## src/rtl/fault_dict_lookup.sv

```systemverilog
// Fault-dictionary diagnosis: captures an observed pass/fail syndrome, then streams dictionary entries
// reporting exact matches. Optional nearest-match tracking is enabled with macro FAULT_DICT_NEAREST_EN.
module fault_dict_lookup #(
    parameter int NTEST = 117,
    parameter int IDXW  = 12
) (
    input  logic             clk,
    input  logic             rst_n,
    input  logic             start,
    input  logic             obs_valid,
    input  logic             obs_fail,
    output logic             obs_ready,
    input  logic             dct_valid,
    input  logic [NTEST-1:0] dct_syn,
    input  logic             dct_last,
    output logic             dct_ready,
    output logic             match_valid,
    output logic [IDXW-1:0]  match_idx,
    input  logic             match_ready,
    output logic             busy,
    output logic             done,
    output logic [IDXW-1:0]  match_count,
    output logic             idx_ovf
`ifdef FAULT_DICT_NEAREST_EN
    ,
    output logic [IDXW-1:0]  best_idx,
    output logic [$clog2(NTEST+1)-1:0] best_dist
`endif
);

    localparam int BCW = $clog2(NTEST + 1);
    localparam int DW  = $clog2(NTEST + 1);
    localparam logic [IDXW-1:0] IDX_MAX  = {IDXW{1'b1}};
    localparam logic [BCW-1:0]  BIT_LAST = BCW'(NTEST - 1);

    typedef enum logic [1:0] {
        IDLE    = 2'd0,
        CAPTURE = 2'd1,
        SCAN    = 2'd2,
        FINISH  = 2'd3
    } state_e;

    state_e           state_q, state_d;
    logic [NTEST-1:0] obs_q, obs_d;
    logic [BCW-1:0]   bitcnt_q, bitcnt_d;
    logic [IDXW-1:0]  ent_q, ent_d;
    logic [IDXW-1:0]  mcnt_q, mcnt_d;
    logic             ovf_q, ovf_d;
    logic             mv_q, mv_d;
    logic [IDXW-1:0]  midx_q, midx_d;
    logic             done_q, done_d;
    logic             ent_acc_s;

`ifdef FAULT_DICT_NEAREST_EN
    logic [IDXW-1:0]  best_idx_q, best_idx_d;
    logic [DW-1:0]    best_dist_q, best_dist_d;
    logic [DW-1:0]    dist_s;

    function automatic logic [DW-1:0] popcount(input logic [NTEST-1:0] v);
        logic [DW-1:0] c;
        c = '0;
        for (int i = 0; i < NTEST; i++) begin
            c = c + DW'(v[i]);
        end
        return c;
    endfunction

    assign dist_s    = popcount(dct_syn ^ obs_q);
    assign best_idx  = best_idx_q;
    assign best_dist = best_dist_q;
`endif

    // Handshake decodes come straight from registered state so reset clears them immediately.
    assign obs_ready   = (state_q == CAPTURE);
    assign dct_ready   = (state_q == SCAN) && !mv_q;
    assign busy        = (state_q != IDLE);
    assign match_valid = mv_q;
    assign match_idx   = midx_q;
    assign done        = done_q;
    assign match_count = mcnt_q;
    assign idx_ovf     = ovf_q;
    assign ent_acc_s   = (state_q == SCAN) && dct_valid && !mv_q;

    // Next-state and datapath update for capture, scan and completion.
    always_comb begin
        state_d  = state_q;
        obs_d    = obs_q;
        bitcnt_d = bitcnt_q;
        ent_d    = ent_q;
        mcnt_d   = mcnt_q;
        ovf_d    = ovf_q;
        mv_d     = mv_q;
        midx_d   = midx_q;
        done_d   = 1'b0;
`ifdef FAULT_DICT_NEAREST_EN
        best_idx_d  = best_idx_q;
        best_dist_d = best_dist_q;
`endif
        if (mv_q && match_ready) begin
            mv_d = 1'b0;
        end else begin
            mv_d = mv_q;
        end
        case (state_q)
            IDLE: begin
                if (start) begin
                    state_d  = CAPTURE;
                    obs_d    = '0;
                    bitcnt_d = '0;
                    ent_d    = '0;
                    mcnt_d   = '0;
                    ovf_d    = 1'b0;
`ifdef FAULT_DICT_NEAREST_EN
                    best_idx_d  = '0;
                    best_dist_d = DW'(NTEST);
`endif
                end else begin
                    state_d = IDLE;
                end
            end
            CAPTURE: begin
                if (obs_valid) begin
                    for (int i = 0; i < NTEST; i++) begin
                        if (bitcnt_q == BCW'(i)) begin
                            obs_d[i] = obs_fail;
                        end else begin
                            obs_d[i] = obs_q[i];
                        end
                    end
                    if (bitcnt_q == BIT_LAST) begin
                        state_d = SCAN;
                    end else begin
                        bitcnt_d = bitcnt_q + 1'b1;
                    end
                end else begin
                    state_d = CAPTURE;
                end
            end
            SCAN: begin
                if (ent_acc_s) begin
                    // The counter saturates so late matches still report the last representable index.
                    if (ent_q == IDX_MAX) begin
                        ovf_d = 1'b1;
                    end else begin
                        ent_d = ent_q + 1'b1;
                    end
                    if (dct_syn == obs_q) begin
                        mv_d   = 1'b1;
                        midx_d = ent_q;
                        if (mcnt_q != IDX_MAX) begin
                            mcnt_d = mcnt_q + 1'b1;
                        end else begin
                            mcnt_d = mcnt_q;
                        end
                    end else begin
                        midx_d = midx_q;
                    end
`ifdef FAULT_DICT_NEAREST_EN
                    if (dist_s < best_dist_q) begin
                        best_idx_d  = ent_q;
                        best_dist_d = dist_s;
                    end else begin
                        best_idx_d  = best_idx_q;
                    end
`endif
                    if (dct_last) begin
                        state_d = FINISH;
                    end else begin
                        state_d = SCAN;
                    end
                end else begin
                    state_d = SCAN;
                end
            end
            FINISH: begin
                if (!mv_q) begin
                    done_d  = 1'b1;
                    state_d = IDLE;
                end else begin
                    state_d = FINISH;
                end
            end
            default: begin
                state_d = IDLE;
            end
        endcase
    end

    // State and result registers with asynchronous clear.
    always_ff @(posedge clk or negedge rst_n) begin
        if (!rst_n) begin
            state_q  <= IDLE;
            obs_q    <= '0;
            bitcnt_q <= '0;
            ent_q    <= '0;
            mcnt_q   <= '0;
            ovf_q    <= 1'b0;
            mv_q     <= 1'b0;
            midx_q   <= '0;
            done_q   <= 1'b0;
`ifdef FAULT_DICT_NEAREST_EN
            best_idx_q  <= '0;
            best_dist_q <= '0;
`endif
        end else begin
            state_q  <= state_d;
            obs_q    <= obs_d;
            bitcnt_q <= bitcnt_d;
            ent_q    <= ent_d;
            mcnt_q   <= mcnt_d;
            ovf_q    <= ovf_d;
            mv_q     <= mv_d;
            midx_q   <= midx_d;
            done_q   <= done_d;
`ifdef FAULT_DICT_NEAREST_EN
            best_idx_q  <= best_idx_d;
            best_dist_q <= best_dist_d;
`endif
        end
    end

endmodule

```

## config.mk

```make
export PLATFORM = sky130hd
export DESIGN_NAME = fault_dict_lookup
export DESIGN_NICKNAME = d
export VERILOG_FILES = /design/src/rtl/fault_dict_lookup.sv
export SDC_FILE = /design/constraint.sdc
export NUM_CORES = 1
export LEC_CHECK = 0
export CELL_PAD_IN_SITES_DETAIL_PLACEMENT = 1
export CELL_PAD_IN_SITES_GLOBAL_PLACEMENT = 1
export CORE_ASPECT_RATIO = 2
export CORE_MARGIN = 2
export CORE_UTILIZATION = 45
export DETAILED_ROUTE_END_ITERATION = 16
export PLACE_DENSITY = 0.84
export SETUP_SLACK_MARGIN = 0.15
export SLEW_MARGIN = 10
export SYNTH_ARGS = -nofsm -noshare
export SYNTH_HDL_FRONTEND = slang
export SYNTH_SLANG_ARGS = --single-unit
```

## constraint.sdc

```tcl
create_clock -name clk -period 3.6 [get_ports clk]
set_input_delay 0.54 -clock clk [delete_from_list [all_inputs] [get_ports clk]]
set_output_delay 0.54 -clock clk [all_outputs]
set_load 0.02 [all_outputs]
```

# After elaboration in Yosys (flattened, before gate mapping)
# Cells that the tools add are included.
dict set report totals {
  register_bits 165
  inputBits 125
  output_inout_bits 30
}
dict set report op_classes {
  add_sub_neg 3
  n_eq_ne 248
  mux 149
  n_reduce_logical 132
}
# cell n
set op_table {}
lappend op_table {{AND reduction 4 bit} 120}
lappend op_table {{equality test 7 bit, second input constant} 53}
lappend op_table {{inequality test 2 x 1 -> 1 bit, second input constant} 120}
lappend op_table {{2-to-1 mux 117 bit} 2}
lappend op_table {{one-hot mux 117 bit (2 select lines)} 1}
lappend op_table {{equality test 7 x 6 -> 1 bit, second input constant} 32}
lappend op_table {{2-to-1 mux 1 bit} 128}
lappend op_table {{equality test 117 bit} 1}
lappend op_table {{equality test 7 x 5 -> 1 bit, second input constant} 16}
lappend op_table {{2-to-1 mux 12 bit} 6}
lappend op_table {{equality test 7 x 4 -> 1 bit, second input constant} 8}
lappend op_table {{one-hot mux 12 bit (2 select lines)} 2}
lappend op_table {{equality test 7 x 3 -> 1 bit, second input constant} 4}
lappend op_table {{adder 12 x 1 -> 12 bit, second input constant} 2}
lappend op_table {{2-to-1 mux 7 bit} 3}
lappend op_table {{equality test 7 x 2 -> 1 bit, second input constant} 2}
lappend op_table {{one-hot mux 7 bit (2 select lines)} 1}
lappend op_table {{equality test 12 bit, second input constant} 1}
lappend op_table {{inequality test 12 bit, second input constant} 1}
lappend op_table {{inequality test 2 bit, second input constant} 5}
lappend op_table {{2-to-1 mux 2 bit} 4}
lappend op_table {{one-hot mux 2 bit (4 select lines)} 1}
lappend op_table {{adder 7 x 1 -> 7 bit, second input constant} 1}
lappend op_table {{equality test 7 x 1 -> 1 bit, second input constant} 1}
lappend op_table {{11 further kinds} 17}

# Depth between registers and ports, before layout
dict set report logic_depth {
  depth_word 5
  depth_mapped 9
}

# Worst setup path after synthesis
# OpenSTA, ideal clock, no wires.
dict set report synth_path {
  kind {input to register}
  start {input dct_syn[74]}
  end {register midx_q[10], in the netlist match_idx[10]}
  t_arrival_ns 2.003
  required_ns 3.475
  slack_ns 1.471
  path_stages 7
  path_cell_list {xor2_1 nor4_1 nand4_1 nor4_2 nand2_2 buf_6 mux2_4}
}
dict set report synth_via {
  elab_chain_cells 2
}
# element line_no
set synth_lines {}
lappend synth_lines {{start: declaration} 14} ;# input logic [NTEST-1:0] dct_syn,
lappend synth_lines {{equality test 117 bit} 147} ;# if (dct_syn == obs_q) begin
lappend synth_lines {{AND reduction 3 bit (no line)} n/a}
lappend synth_lines {{end signal: assignment} 213} ;# midx_q <= midx_d;
lappend synth_lines {{end: declaration} 50} ;# logic [IDXW-1:0] midx_q, midx_d;
# No other way between the ends.
# A chain may end at the register's enable or synchronous reset.

# Final worst setup path
dict set report layout_path {
  start {input dct_syn[56]}
  end {register midx_q[10], in the netlist match_idx[10]}
}
# Same word-level chain as after synthesis.

==> flow_summary.ini <==
[status]
status = completed

[sta]
worst_pin_slew_ns = 0.980
final.period_utilization_pct = 82.4
setup_slack_ns = 0.635
finalSetupTns_ns = 0
hold_viol = 0
finalSetupViolations = 0
drv_slew = 0
fmaxAchievable_mhz = 337
rsz0062_at_grt = no
fin_hold_ws_ns = 0.0714
finalCriticalPeriod_ns = 2.96
clock_skew_ns = 0.0101
relSlewSlack_pct = 34.7

[die]
die_y_um = 208
boundaryPins = 155
initial_core_util_pct = 45.9
rows = 74
die_w_um = 106
die-area_sq_um = 22000
core_area_sq_um = 20400

[yosys]
async_flop_share_pct = 100
synth_top_area_share_pct = 44.2
syn-instance-count = 939
syn_area_per_cell_sq_um = 9.96
synthTopCellsByCount = 165 x dfrtp_1, 154 x nand2_1, 130 x xor2_1
synth_edf_count = 0
yosys_warnings = 0
syn-cell-area_sq_um = 9350
synth_top_cell_by_area = dfrtp_1
syn_nets = 1070
synth.ff_latch_count = 165
synth_most_common_cell = dfrtp_1
synth_area_leaders = dfrtp_1 44%, mux2_2 14%, xor2_1 12%
ys_seq_area_share_pct = 44.2
ys_types = 45
synthFlopType = dfrtp_1

[worst_hold_path]
min_path_type = in2async

[cells_and_area]
fillers = 2231
syn_to_final_growth_pct = 25.5
nNetsFinal = 1197
design_area_sq_um = 11700
multi_input_area_sq_um = 4950
register_area_sq_um = 4130
finalNonFillerCells = 1345
layout-drive-gt1-share_pct = 16.9
insertedDiodeCount = 0

[critical_path]
rrSetupSlack_ns = 0.70
cp.required_ns = 3.92
startpoint_type = input pin
crit_slowest_cell = nor4_2
crit_chain = clkdlybuf4s50_1, xor2_1, nor4_1, nand4_1, nor4_2, nand2_2, mux2_4
rr_worst_depth = 6
r2r_end = match_idx[10]
critPathKind = in2reg
critPathArrivalTime_ns = 3.28
r2r_start = obs_q[56]
path_max_fanout = 13
endpoint_kind = register
cpPeakStageDelay_ns = 0.52

[job]
cap_violations = 0

[global_route]
grt_pass1_wl_um = 47300
antenna_found_initial = 0
grt_max_degree = 121
grt.overflow.total = 0
grt_pass1_vias = 8656
grtUsageTotal_pct = 28.0

[route]
routedWlPerCell_um = 22.4
drt_wl_total_um = 30100
drt_iter0_markers = 442
vias = 7745
drc = 0
dr.pass1.iters = 5
ant_nets = 0
via_per_inst = 5.76

[clock_tree]
cts_sinks = 165
postCtsHoldBufs = 0
clk_latency_ns = 0.44
cts_tree = built
numCtsBuffers = 17
clk_pin_slew_worst_paths_ns = 0.07
postCtsSetupBuffers = 0
cts_max_level = 4
cts_resized = 0
root_buffer = clkbuf_16
clock_tree.buffer_depth = 2

[place]
post_dp_cell_area_sq_um = 11100
gp_congestion = 0.846
placed_cells = 1313
post-dp-hpwl_um = 21000
port_buffers = 154
place_ws_ns = 0.217

[pwr]
ir_drop_mv = 0.331
leakage_uw = 0.00516
cellPowerDensity_nw_per_um2 = 559
critical path, delay by kind of cell:
kind | cells | cell delay (ns)
xor gates and xnor gates | 1 | 0.15
and+or+nand+nor | 4 | 1.75
buffers and inverters | 1 | 0.43
muxes | 1 | 0.40
worst max path at each step:
| stage | slack (ns) | startpoint | end | cells after the start |
|---|---|---|---|---|
| after CTS | 0.64 | dct_syn[56] | match_idx[10] | 7 |
| after detailed placement | 0.22 | dct_syn[56] | match_idx[4] | 7 |
| final | 0.64 | dct_syn[56] | match_idx[10] | 7 |
| after floorplan | 1.47 | dct_syn[74] | match_idx[10] | 7 |
| after global routing | 0.62 | dct_syn[56] | match_idx[10] | 7 |
| after global placement | 0.32 | dct_syn[57] | match_idx[4] | 7 |
stage by stage:
stage	util (%)	power, uW
2_1_floorplan	-	3920
3_3_place_gp	54.6	4510
3_5_place_dp	54.6	4650
4_1_cts	57.6	6580
5_1_grt	57.6	6850
6_report	57.6	6560
logic make-up (layout without fill, tap and decap cells):
logic type      Yosys count  after routing  synth area share [%]
simple gates            283            283                  14.3
flops                   165            165                  44.2
compound gates          143            143                  8.14
mux                     142            142                  17.3
xor+xnor                131            131                  12.3
buf+inv                  69            209                  3.01
fa+ha+maj                 6              6                 0.803
per-layer routing:
layer  vias to the layer above  part of all wire, %  track usage, %
met4                         0                  4.8            15.1
met5                         -                    0               0
li1                       3502                    -               -
met3                        87                  3.4            3.86
met1                      3928                   36            29.7
met2                       228                   56            52.2
power breakdown:
part           switching [uW]  leakage (uW)  internal [uW]  total [uW]
Combinational             902       0.00275            913        1820
Clock                     779      0.000278           1120        1890
Sequential                474       0.00213           2370        2840
Total                    2160       0.00516           4400        6560
placed cells by master (no fill, tap or decap), types with 3 or more instances in the layout:
cell / n
dfrtp_1: 164
nand2_1: 153
clkdlybuf4s50_1: 153
xor2_1: 130
o21ai_0: 126
mux2_2: 117
nor2_1: 29
nor4_1: 29
nand3_1: 20
clkbuf_16: 17
buf_4: 14
nand4_1: 13
mux2i_1: 13
mux2_4: 9
and3_1: 8
inv_1: 7
o2111ai_1: 6
nor3_1: 6
ha_1: 6
nor2b_1: 5
nand3b_1: 4
clkinvlp_4: 4
clkbuf_1: 4
nor4_2: 3
mux2_1: 3
a31oi_1: 3
bufinv_16: 3
state kept, by name (all words and copies together), names as in the netlist:
name / cells
bitcnt_q: 7
done: 1
ent_q: 12
idx_ovf: 1
match_count: 12
match_idx: 12
match_valid: 1
obs_q: 117
state_q: 2
layout make-up:
cell class                 instances  share of cell area [%]
tap                              266                    2.84
inverter                           7                   0.224
sequential                       165                    35.2
timing repair buffer             170                    14.4
multi-input combinational        705                    42.2
clock buffer                      22                    3.87
clock inverter                    10                    1.25
No activity file was read; power rests on OpenSTA's default activity.
